File: src/rtl/power_seq_pkg.sv
// Shared definitions for the board supply sequencer: state encodings, default
// timing constants and the state-to-rail-enable decode.
package power_seq_pkg;

  localparam int DEF_DUTY_W        = 4;
  localparam int DEF_STEP_CYCLES   = 4;
  localparam int DEF_PG_TIMEOUT    = 32;
  localparam int DEF_LDO_DELAY     = 8;
  localparam int DEF_HICCUP_CYCLES = 16;
  localparam int DEF_MAX_RETRIES   = 3;

  localparam logic [2:0] ST_OFF       = 3'd0;
  localparam logic [2:0] ST_SOFTSTART = 3'd1;
  localparam logic [2:0] ST_WAIT_PG   = 3'd2;
  localparam logic [2:0] ST_LDO_ON    = 3'd3;
  localparam logic [2:0] ST_RUN       = 3'd4;
  localparam logic [2:0] ST_HICCUP    = 3'd5;
  localparam logic [2:0] ST_LATCHED   = 3'd6;

  typedef enum logic [2:0] {
    S_OFF       = ST_OFF,
    S_SOFTSTART = ST_SOFTSTART,
    S_WAIT_PG   = ST_WAIT_PG,
    S_LDO_ON    = ST_LDO_ON,
    S_RUN       = ST_RUN,
    S_HICCUP    = ST_HICCUP,
    S_LATCHED   = ST_LATCHED
  } seq_state_e;

  typedef struct packed {
    logic buck_en;
    logic ldo_en;
    logic pwr_good;
    logic fault_latched;
  } rail_ctrl_t;

  // Counter width able to hold 0 .. max_count-1 (at least one bit).
  function automatic int ctr_width(input int max_count);
    return (max_count > 1) ? $clog2(max_count) : 1;
  endfunction

  function automatic rail_ctrl_t decode_rails(input seq_state_e st);
    rail_ctrl_t r;
    r = '0;
    case (st)
      S_SOFTSTART, S_WAIT_PG: r.buck_en = 1'b1;
      S_LDO_ON: begin
        r.buck_en = 1'b1;
        r.ldo_en  = 1'b1;
      end
      S_RUN: begin
        r.buck_en  = 1'b1;
        r.ldo_en   = 1'b1;
        r.pwr_good = 1'b1;
      end
      S_LATCHED: r.fault_latched = 1'b1;
      default: ;
    endcase
    return r;
  endfunction

endpackage

File: src/rtl/soft_start_ramp.sv
// Soft-start duty ramp: a STEP_CYCLES prescaler feeding a saturating duty
// counter; done flags the edge on which the duty reaches full scale.
module soft_start_ramp
  import power_seq_pkg::*;
#(
  parameter int DUTY_W      = DEF_DUTY_W,
  parameter int STEP_CYCLES = DEF_STEP_CYCLES
) (
  input  logic              clk,
  input  logic              por,
  input  logic              clear,
  input  logic              run,
  output logic [DUTY_W-1:0] duty,
  output logic              done
);

  localparam int                PRE_W    = ctr_width(STEP_CYCLES);
  localparam logic [PRE_W-1:0]  PRE_LAST = PRE_W'(STEP_CYCLES - 1);
  localparam logic [DUTY_W-1:0] DUTY_MAX = {DUTY_W{1'b1}};

  logic [PRE_W-1:0] pre;
  logic             step;

  assign step = run && (pre == PRE_LAST);
  // Asserted on the edge that moves duty to full scale, so the owner can
  // change state on that same edge.
  assign done = step && (duty == DUTY_MAX - 1'b1);

  always_ff @(posedge clk or posedge por) begin
    if (por) begin
      pre  <= '0;
      duty <= '0;
    end else if (clear) begin
      pre  <= '0;
      duty <= '0;
    end else if (run) begin
      // NOTE: non-blocking assignments make pre and duty both update from
      // their pre-edge values, which the step decode relies on.
      pre <= step ? '0 : pre + 1'b1;
      if (step && (duty != DUTY_MAX)) begin
        duty <= duty + 1'b1;
      end
    end
  end

endmodule

File: src/rtl/power_sequencer.sv
// Buck + LDO supply sequencer: soft-start, power-good qualification, LDO
// enable delay, hiccup auto-retry and latch-off after repeated faults.
module power_sequencer
  import power_seq_pkg::*;
#(
  parameter int DUTY_W        = DEF_DUTY_W,
  parameter int STEP_CYCLES   = DEF_STEP_CYCLES,
  parameter int PG_TIMEOUT    = DEF_PG_TIMEOUT,
  parameter int LDO_DELAY     = DEF_LDO_DELAY,
  parameter int HICCUP_CYCLES = DEF_HICCUP_CYCLES,
  parameter int MAX_RETRIES   = DEF_MAX_RETRIES
) (
  input  logic              clk,
  input  logic              por,
  input  logic              sw_sig,
  input  logic              ocp_trigger,
  input  logic              buck_pgood,
  output logic              buck_en,
  output logic [DUTY_W-1:0] duty_limit,
  output logic              ldo_en,
  output logic              pwr_good,
  output logic              pwr_dis,
  output logic              fault_latched,
  output logic [1:0]        retry_cnt
);

  localparam int CNT_MAX_A = (PG_TIMEOUT > LDO_DELAY) ? PG_TIMEOUT : LDO_DELAY;
  localparam int CNT_MAX   = (CNT_MAX_A > HICCUP_CYCLES) ? CNT_MAX_A : HICCUP_CYCLES;
  localparam int CNT_W     = ctr_width(CNT_MAX);

  localparam logic [CNT_W-1:0]  PG_LAST   = CNT_W'(PG_TIMEOUT - 1);
  localparam logic [CNT_W-1:0]  LDO_LAST  = CNT_W'(LDO_DELAY - 1);
  localparam logic [CNT_W-1:0]  HIC_LAST  = CNT_W'(HICCUP_CYCLES - 1);
  localparam logic [1:0]        RETRY_MAX = 2'(MAX_RETRIES);
  localparam logic [DUTY_W-1:0] DUTY_MAX  = {DUTY_W{1'b1}};

  seq_state_e        state;
  logic [CNT_W-1:0]  cnt;
  logic [DUTY_W-1:0] ramp_duty;
  logic              ramp_done;
  logic              fault;
  logic [1:0]        retry_next;
  rail_ctrl_t        rails;

  soft_start_ramp #(
    .DUTY_W      (DUTY_W),
    .STEP_CYCLES (STEP_CYCLES)
  ) u_ramp (
    .clk   (clk),
    .por   (por),
    .clear (state != S_SOFTSTART),
    .run   (state == S_SOFTSTART),
    .duty  (ramp_duty),
    .done  (ramp_done)
  );

  always_comb begin
    // NOTE: fault gets a value before the case so no path leaves it unassigned
    // and no latch is inferred.
    fault = 1'b0;
    case (state)
      S_SOFTSTART:     fault = ocp_trigger;
      S_WAIT_PG:       fault = ocp_trigger || (!buck_pgood && (cnt == PG_LAST));
      S_LDO_ON, S_RUN: fault = ocp_trigger || !buck_pgood;
      default:         fault = 1'b0;
    endcase
  end

  assign retry_next = (retry_cnt == RETRY_MAX) ? retry_cnt : retry_cnt + 2'd1;

  // The shared counter restarts on every transition and counts edges spent in
  // the current state; only WAIT_PG, LDO_ON and HICCUP look at it.
  always_ff @(posedge clk or posedge por) begin
    if (por) begin
      state     <= S_OFF;
      cnt       <= '0;
      retry_cnt <= '0;
    end else begin
      cnt <= cnt + 1'b1;
      if (!sw_sig) begin
        // Switch-off wins over any simultaneous fault.
        if (state != S_OFF) begin
          state <= S_OFF;
          cnt   <= '0;
        end
        retry_cnt <= '0;
      end else if (fault) begin
        retry_cnt <= retry_next;
        state     <= (retry_next == RETRY_MAX) ? S_LATCHED : S_HICCUP;
        cnt       <= '0;
      end else begin
        case (state)
          S_OFF: begin
            state <= S_SOFTSTART;
            cnt   <= '0;
          end
          S_SOFTSTART: begin
            if (ramp_done) begin
              state <= S_WAIT_PG;
              cnt   <= '0;
            end
          end
          S_WAIT_PG: begin
            if (buck_pgood) begin
              state <= S_LDO_ON;
              cnt   <= '0;
            end
          end
          S_LDO_ON: begin
            if (cnt == LDO_LAST) begin
              state <= S_RUN;
              cnt   <= '0;
            end
          end
          S_HICCUP: begin
            if (cnt == HIC_LAST) begin
              state <= S_SOFTSTART;
              cnt   <= '0;
            end
          end
          default: ;
        endcase
      end
    end
  end

  assign rails         = decode_rails(state);
  assign buck_en       = rails.buck_en;
  assign ldo_en        = rails.ldo_en;
  assign pwr_good      = rails.pwr_good;
  assign fault_latched = rails.fault_latched;
  assign pwr_dis       = ~rails.buck_en;
  assign duty_limit    = (state == S_SOFTSTART) ? ramp_duty
                       : (rails.buck_en ? DUTY_MAX : '0);

endmodule

File: config.mk
export PLATFORM = sky130hd
export DESIGN_NAME = power_sequencer
export DESIGN_NICKNAME = d
export VERILOG_FILES = /design/src/rtl/power_seq_pkg.sv /design/src/rtl/soft_start_ramp.sv /design/src/rtl/power_sequencer.sv
export SDC_FILE = /design/constraint.sdc
export NUM_CORES = 1
export LEC_CHECK = 0
export ABC_AREA = 1
export CAP_MARGIN = 25
export CORE_MARGIN = 8
export CORE_UTILIZATION = 48
export CTS_CLUSTER_SIZE = 14
export DETAILED_ROUTE_END_ITERATION = 8
export PLACE_DENSITY = 0.74
export SYNTH_ARGS = -nofsm -noshare
export SYNTH_HDL_FRONTEND = slang
export SYNTH_SLANG_ARGS = --single-unit
File: constraint.sdc
create_clock -name clk -period 4.42 [get_ports clk]
set_input_delay 1.105 -clock clk [delete_from_list [all_inputs] [get_ports clk]]
set_output_delay 1.105 -clock clk [all_outputs]
set_load 0.03 [all_outputs]
Word level (Yosys, flattened, before mapping)

Cells that the tools add are included.

Word-level logic and storage cells: 80
Output and inout port bits: 11
Bits in registers: 16
Input bits: 5

Bitwise logic cells: 1
Equal/unequal tests: 21
$add $sub $neg: 4
Reductions and logical operators: 16
Muxes and demuxes: 33

Operator list:

| operator            | number |
|---|---|
| $mux 5              | 7 |
| $pmux 5 s5          | 1 |
| $mux 3              | 7 |
| $mux 4              | 5 |
| $ne 4x4->1 const B  | 5 |
| $pmux 3 s5          | 1 |
| $mux 2              | 7 |
| $eq 3x3->1 const B  | 3 |
| $ne 7x1->1 const B  | 1 |
| $eq 2x2->1 const B  | 3 |
| $eq 3x2->1 const B  | 2 |
| $reduce_and 6->1    | 1 |
| $reduce_bool 2->1   | 3 |
| $add 5x1->5 const B | 1 |
| $eq 5x3->1 const B  | 1 |
| $eq 5x4->1 const B  | 1 |
| $eq 5x5->1 const B  | 1 |
| $add 2x1->2 const B | 2 |
| $add 4x1->4 const B | 1 |
| $eq 4x4->1 const B  | 1 |
| $logic_and 1x1->1   | 4 |
| $mux 1              | 4 |
| $reduce_or 4->1     | 1 |
| $eq 3x1->1 const B  | 1 |
| 10 further kinds    | 11 |

Depth between registers and ports, before layout

Gate-level depths: netlist (run 1).

Depth in word-level cells: 7
Depth in mapped cells: 13
Depth with buffers taken out: 13

Modules after synthesis

From an unflattened synthesis (run 1), not the netlist that was laid out.

Cell total of the unflattened synthesis: 166
Area, all modules: 1128.6 um^2

By module, submodules not included:

| module          | times used | area an instance (um^2) | sequential area each (um^2) | cells an instance |
|---|---|---|---|---|
| power_sequencer | 1          | 782.0                   | 250.2                       | 122 |
| soft_start_ramp | 1          | 346.6                   | 150.1                       | 44 |

Worst setup path before layout (run 1)

Ideal clock, no wire load.

Path kind: reg2out
Start: reg state[2]
End: out buck_en
Setup slack: 1.755 ns
Data arrival time: 1.560 ns
Stages on the path, launching flop included: 6
Data required time: 3.315 ns
Buffers on the path: 0
Cell sequence: dfrtp_1 -> inv_2 -> nand3_2 -> nand2_2 -> nor2_1 -> inv_1

Cells in the longest elaborated chain, start to end: 3
Elaborated cells on any way between the ends: 6
Those cells by class: 4 x eq/ne; 1 x mux; 1 x reduce/logical

Ends and longest elaborated chain:

| item                                     | RTL line              | text |
|---|---|---|
| start, declared                          | power_sequencer.sv:37 | `seq_state_e state;` |
| start signal, assigned                   | power_sequencer.sv:89 | `state <= (retry_next == RETRY_MAX) ? S_LATCHED : S_HICCUP;` |
| $eq 3x3->1, or another cell as far along | power_seq_pkg.sv:45   | `case (st)` |
| $reduce_or 4->1 (no source line) *       | -                     |  |
| $mux 1 *                                 | power_seq_pkg.sv:45   |  |
| end, declared                            | power_sequencer.sv:18 | `output logic buck_en,` |

Every way passes the cells marked *; elsewhere a longest branch is shown, timed or not.

Worst setup path in the final report (run 1)

Start: reg state[2]
End: out duty_limit[2]

Cells in the longest elaborated chain, start to end: 5
Elaborated cells on any way between the ends: 8
Those cells by class: 4 x eq/ne; 3 x mux; 1 x reduce/logical

Ends and longest elaborated chain:

| item                                     | RTL line               | text |
|---|---|---|
| $eq 3x3->1, or another cell as far along | power_seq_pkg.sv:45    |  |
| $reduce_or 4->1 (no source line)         | -                      |  |
| $mux 1                                   | power_seq_pkg.sv:45    |  |
| $mux 4                                   | power_sequencer.sv:134 | `: (rails.buck_en ? DUTY_MAX : '0);` |
| $mux 4 *                                 | power_sequencer.sv:133 | `assign duty_limit = (state == S_SOFTSTART) ? ramp_duty` |
| end, declared                            | power_sequencer.sv:19  | `output logic [DUTY_W-1:0] duty_limit,` |

Marked as above.

==> results of run 1 <==
-- flip-flops by register name (all words and copies together) (netlist names) --
| register | cells |
|---|---|
| cnt | 5 |
| retry_cnt | 2 |
| state | 3 |
| u_ramp.duty | 4 |
| u_ramp.pre | 2 |
-- synthesized netlist by cell type (2+ instances only) --
cell type,number
nor2_1,14
nand4_1,4
a21oi_1,6
nand2_1,23
dfrtp_1,16
o21ai_0,5
nand3_1,13
o22ai_1,3
ha_1,7
nand2_2,5
o21ai_1,3
inv_2,2
nand2_4,2
nor3_1,4
nor2_2,3
inv_1,22
-- layout make-up --
| class | count | area, µm² |
|---|---|---|
| clock buffer | 3 | 22.5 |
| fill | 198 | 880 |
| inverter | 24 | 90.1 |
| multi-input combinational | 102 | 592 |
| sequential | 16 | 400 |
| tap | 28 | 35.0 |
| timing repair buffer | 15 | 150 |
-- worst max-delay path by stage --
stage | cells past startpoint | to | start | slack (ns)
floorplan | 5 | buck_en | state[2]$_DFFE_PP0P_ | 1.75
global placement | 6 | duty_limit[0] | state[2]$_DFFE_PP0P_ | 1.58
detailed placement | 6 | duty_limit[2] | state[2]$_DFFE_PP0P_ | 1.51
CTS | 6 | duty_limit[2] | state[2]$_DFFE_PP0P_ | 1.18
global route | 6 | duty_limit[2] | state[2]$_DFFE_PP0P_ | 1.04
finish | 6 | duty_limit[2] | state[2]$_DFFE_PP0P_ | 1.18
-- kinds of logic (layout without fill, tap and decap cells) --
kind of cell / count (synthesis) / in the layout / share of synthesized area [%]
and+or+nand+nor: 72 / 72 / 33.9
AOI/OAI and AO/OA: 21 / 21 / 11.1
adders and majority gates: 7 / 7 / 8.09
xor gates and xnor gates: 2 / 2 / 1.62
buffers and inverters: 24 / 42 / 8.32
DFF: 16 / 16 / 37.0
-- worst max-delay path: stages (launching register included) --
cell	delay (ns)
dfrtp_1	0.50
inv_2	0.13
nand3_2	0.11
nand2_2	0.11
a21oi_1	0.24
o21ai_0	0.14
clkdlybuf4s50_1	0.61
-- power by group through the flow --
stage	Combinational, mW	Clock (mW)	Sequential, mW
finish	0.582	0.0764	0.223
global placement	0.580	0	0.223
floorplan	0.392	0	0.227
detailed placement	0.588	0	0.226
global route	0.639	0.0853	0.229
CTS	0.590	0.0798	0.223
-- per-layer routing --
layer,vias up,track usage (%)
li1,502,-
met1,465,14.1
met2,28,20.3
met3,7,3.36
met4,0,8.08
met5,-,0
==> impl_metrics.json, run 1 <==
{
  "detail_route.drc_violations": 0,
  "via_per_inst": 5.33,
  "timing.hold.ws_ns": 0.454,
  "initial_core_util_pct": 49.9,
  "netSwitchingPower_uw": 458,
  "final_setup_tns_ns": 0,
  "tritoncts_clock_tree": "yes",
  "arrival_ns": 2.14,
  "worst_min_delay_path_class": "flop to flop",
  "diodes": 0,
  "synth_area_leader_cell": "dfrtp_1",
  "p_leak_nw": 0.622,
  "cts_buffer_depth": 2,
  "synth_async_sr_flop_share_pct": 100,
  "io_buffers": 15,
  "die-area_mm2": 0.00403,
  "gr-total-overflow": 0,
  "combPwrFrac_pct": 66.0,
  "worstHoldPathCells": 1,
  "pin_count_of_the_biggest_net_entering_global_routing": 17,
  "fin_crit_sh_pct": 73.4,
  "seq_area_frac_synth_pct": 37.0,
  "starting_drc_count_in_detailed_routing": 39,
  "worstSetupEndpointType": "primary output",
  "final.setup_skew_ns": 0.00906,
  "io_pins": 16,
  "groute.usage.overall_pct": 12.5,
  "final_critical_path_setup_slack_ns": 1.18,
  "routedWlPerCell_um": 12.8,
  "global_route_wire_length_before_repair_um": 4200,
  "internal_power_uw": 424,
  "unrepaired_setup_endpoints_after_global_routing": "no",
  "core_area_mm2": 0.00217,
  "detail_route.wirelength.met1_um": 1080,
  "layout.cells.most_common_list": "23 x nand2_1, 22 x inv_1, 16 x dfrtp_1, 15 x clkdlybuf4s50_1, 14 x nor2_1",
  "post_syn_instances": 142,
  "ir_drop_mv": 0.403,
  "critPathRequiredTime_ns": 3.31,
  "met3WireLength_um": 151,
  "outcome": "complete, no violations",
  "hpwl_um": 1950,
  "synthesis.yosys.warnings": 0,
  "cts_inserted_buffers": 3,
  "cts.htree.levels": 1,
  "clk_pin_slew_ns": 0.09,
  "netlist-cell-type-count": 26,
  "cts_root_buf": "clkbuf_4",
  "final_common_cell": "nand2_1",
  "power.share.sequential_pct": 25.3,
  "post_synth_instance_area_mm2": 0.00108,
  "fp.dieH_um": 63.5,
  "dp.cells": 185,
  "area.growth.synth_to_final_pct": 19.2,
  "clockPowerShare_pct": 8.7,
  "detailedRoute.firstPassIterationCount": 4,
  "crit_path_kind": "flop to primary output",
  "dr.max_layer_used": "met4",
  "routed-wl-met2_um": 1110,
  "antenna_found_initial": 0,
  "postCtsSetupBuffers": 0,
  "number_of_enable_type_register_cells_in_the_synthesized_netlist": 0,
  "gp_congestion": 0.882,
  "finish.instance_area_mm2": 0.00129,
  "rows": 17,
  "max_slew.worst_pin.slew_ns": 0.590,
  "synth_largest_type_area_fraction_pct": 37.0,
  "synth_area_per_cell_um2": 7.62,
  "synth-seq-cells": 16,
  "post_cts.resized_instances": 0,
  "post_syn_nets": 154,
  "regToRegStartpoint": "cnt[0]$_DFF_PP0_",
  "cellPowerDensity_mw_per_mm2": 684,
  "cts.hold.buffers_added": 0,
  "finalSetupViolCount": 0,
  "layout.cells.non_filler": 188,
  "dr_total_vias": 1002,
  "final_max_slew_viol_count": 0,
  "switching_share_pct": 51.9,
  "timing.reg2reg.setup_slack_ns": 2.55,
  "design.final.nets": 174,
  "crit_path_max_fanout": 8,
  "timing.final.crit_period_ns": 3.24,
  "reg2reg_depth": 13,
  "synth-main-ff-cell": "dfrtp_1",
  "total_power_uw": 882,
  "placed_cell_area_mm2": 0.00127,
  "cap_violations": 0,
  "maxSlewHeadroom_pct": 60.6,
  "die_x_um": 63.5,
  "max_freq_mhz": 308,
  "clock_sinks": 16,
  "finalHoldViolCount": 0,
  "netlist_top_cells_area": "dfrtp_1 37%, ha_1 8.1%, nand2_1 8.0%",
  "grt_pass1_vias": 984,
  "dp_slack_ns": 1.51,
  "worstHoldEndpoint": "cnt[0]$_DFF_PP0_",
  "holdCritStartpoint": "cnt[0]$_DFF_PP0_",
  "route.antenna.remaining_nets": 0,
  "worst_reg2reg_path_endpoint": "state[1]$_DFFE_PP0P_",
  "totalWireLength_um": 2400,
  "clock_latency_ns": 0.29,
  "post_route_cells_drive_above_1_share_pct": 11.9,
  "finalCoreUtilization_pct": 59.5,
  "crit_path_start_kind": "flop"
}
(Power assumes the default switching activity.)
==> inputs of run 2 (changes only) <==
--- a/config.mk
+++ b/config.mk
@@ -11,7 +11,7 @@
 export CORE_UTILIZATION = 48
 export CTS_CLUSTER_SIZE = 14
 export DETAILED_ROUTE_END_ITERATION = 8
-export PLACE_DENSITY = 0.74
+export PLACE_DENSITY = 0.77
 export SYNTH_ARGS = -nofsm -noshare
 export SYNTH_HDL_FRONTEND = slang
 export SYNTH_SLANG_ARGS = --single-unit
==> constraint.sdc (replaced) <==
create_clock -name clk -period 2.65 [get_ports clk]
set_input_delay 0.6625 -clock clk [delete_from_list [all_inputs] [get_ports clk]]
set_output_delay 0.6625 -clock clk [all_outputs]
set_load 0.03 [all_outputs]
==> impl_metrics.json, run 2 (synthesis results as in run 1) <==
{
  "grt_pass1_vias": 932,
  "groute.usage.overall_pct": 12.0,
  "timing.hold.ws_ns": 0.456,
  "finalHoldViolCount": 0,
  "detail_route.drc_violations": 0,
  "combPwrFrac_pct": 63.3,
  "starting_drc_count_in_detailed_routing": 76,
  "worst_min_delay_path_class": "flop to flop",
  "slowest_delay_ns": 0.69,
  "clk_pin_slew_ns": 0.09,
  "cts.htree.levels": 1,
  "final_setup_tns_ns": 0,
  "tritoncts_clock_tree": "yes",
  "fp.dieH_um": 63.5,
  "die-area_mm2": 0.00403,
  "power.share.sequential_pct": 25.9,
  "finalSetupViolCount": 0,
  "cellPowerDensity_mw_per_mm2": 1110,
  "p_leak_nw": 0.650,
  "timing.critical_path.max_delay_family": "buffers and inverters",
  "crit_path_kind": "flop to primary output",
  "regMostFlops": "cnt",
  "post_route_cells_drive_above_1_share_pct": 13.7,
  "cts.hold.buffers_added": 0,
  "routedWlPerCell_um": 12.2,
  "core_area_mm2": 0.00217,
  "internal_power_uw": 695,
  "switching_share_pct": 52.1,
  "design.final.nets": 174,
  "critical_path.cell_chain": "nor2_1 > nand2_1 > nand2_2 > clkdlybuf4s50_1",
  "unrepaired_setup_endpoints_after_global_routing": "no",
  "layout.cells.most_common_list": "23 x nand2_1, 22 x inv_1, 14 x nor2_1, 14 x dfrtp_1, 13 x nand3_1",
  "worstSetupEndpointType": "primary output",
  "cp_max_stage_cell": "clkdlybuf4s50_1",
  "max_freq_mhz": 402,
  "ir_drop_mv": 0.652,
  "largest_register_ffs": 5,
  "die_x_um": 63.5,
  "cts_inserted_buffers": 3,
  "pin_count_of_the_biggest_net_entering_global_routing": 17,
  "crit_path_start_kind": "flop",
  "global_route_wire_length_before_repair_um": 4000,
  "final_common_cell": "nand2_1",
  "final_max_slew_viol_count": 0,
  "path_buf_inv": 1,
  "cts_root_buf": "clkbuf_4",
  "dr_total_vias": 1001,
  "cap_violations": 0,
  "clock_latency_ns": 0.28,
  "fin_crit_sh_pct": 93.9,
  "gr-total-overflow": 0,
  "final.setup_skew_ns": 0.00260,
  "hpwl_um": 1860,
  "timing.final.crit_period_ns": 2.49,
  "area.growth.synth_to_final_pct": 20.3,
  "fillcell_total": 202,
  "route.antenna.remaining_nets": 0,
  "totalWireLength_um": 2320,
  "gp_congestion": 0.945,
  "cts_buffer_depth": 2,
  "initial_core_util_pct": 49.9,
  "clockPowerShare_pct": 10.9,
  "io_buffers": 15,
  "detailedRoute.firstPassIterationCount": 4,
  "netSwitchingPower_uw": 757,
  "arrival_ns": 1.83,
  "antenna_found_initial": 0,
  "rows": 17,
  "max_slew.worst_pin.slew_ns": 0.606,
  "critPathRequiredTime_ns": 1.99,
  "top_regs": "cnt: 5 flops, u_ramp.duty: 4 flops, state: 3 flops",
  "maxSlewHeadroom_pct": 59.5,
  "io_pins": 16,
  "diodes": 0,
  "crit_path_max_fanout": 7,
  "clock_sinks": 16,
  "via_per_inst": 5.30,
  "outcome": "complete, no violations"
}
-- run 2: cell count changes in the layout (fill, tap and decap cells not counted) --
| cell | before | now |
|---|---|---|
| clkdlybuf4s50_1 | 15 | 9 |
| dlygate4sd2_1 | 0 | 5 |
| dfrtp_2 | 0 | 2 |
| dfrtp_1 | 16 | 14 |
| dlymetal6s2s_1 | 0 | 1 |
| clkbuf_8 | 0 | 1 |
-- run 2: timing repair --
action,in CTS,in global routing
endpoints found under the setup margin,5,5
setup buffers,0,0
resized for setup,5,3
-- run 2: worst paths after layout --
| path | start | to | slack [ns] | cells past startpoint |
|---|---|---|---|---|
| worst max-delay path | state[0]$_DFFE_PP0P_ | ldo_en | 0.16 | 4 |
| worst min-delay path | u_ramp.pre[0]$_DFF_PP0_ | u_ramp.pre[0]$_DFF_PP0_ | 0.46 | 1 |
| worst max register to register | cnt[0]$_DFF_PP0_ | state[1]$_DFFE_PP0P_ | 0.76 | 13 |
| worst min register to register | u_ramp.pre[0]$_DFF_PP0_ | u_ramp.pre[0]$_DFF_PP0_ | 0.46 | 1 |
| max in group asynchronous | por | state[2]$_DFFE_PP0P_ | 1.48 | 2 |
| min in group asynchronous | por | cnt[1]$_DFF_PP0_ | 0.74 | 2 |
-- run 2: worst reg2reg max path, delay by kind of cell, from the launching register on --
| family | cells | cell delay (ns) |
|---|---|---|
| fa+ha+maj | 2 | 0.39 |
| simple gates | 10 | 0.97 |
| buf+inv | 1 | 0.05 |
| flops | 1 | 0.38 |
-- run 2: power by group through the flow --
stage               clock, mW  combinational (mW)  sequential [mW]
detailed placement          0               0.971            0.376
global route            0.178                1.01            0.384
floorplan                   0               0.653            0.379
finish                  0.158               0.918            0.375
global placement            0               0.958            0.370
CTS                     0.167               0.928            0.371
-- run 2: per-stage QoR --
stage / setup WS [ns] / instance area (µm²) / utilization (%) / std cells / total power, mW
after floorplan: 0.427 / 1080 / - / 142 / 1.03
after global placement: 0.260 / 1270 / 58.4 / 185 / 1.33
after detailed placement: 0.233 / 1270 / 58.4 / 185 / 1.35
after CTS: 0.00759 / 1300 / 59.8 / 189 / 1.47
after global routing: 0.00489 / 1300 / 60.0 / 189 / 1.57
final: 0.161 / 1300 / 60.0 / 189 / 1.45
-- run 2: layer usage --
layer / track usage (%) / up-vias / routed length, µm
met1: 16.2 / 449 / 1110
met4: 5.01 / 0 / 13
li1: - / 505 / -
met2: 17.5 / 45 / 1040
met3: 3.18 / 2 / 146
met5: 0 / - / 0
-- run 2: layout make-up --
cell class	instances	area (µm²)	share of cell area [%]
Clock buffer	4	36.3	2.79
Sequential cell	16	403	30.9
Inverter	24	90.1	6.92
Timing Repair Buffer	15	146	11.2
Tap cell	28	35.0	2.69
Multi-Input combinational cell	102	592	45.4
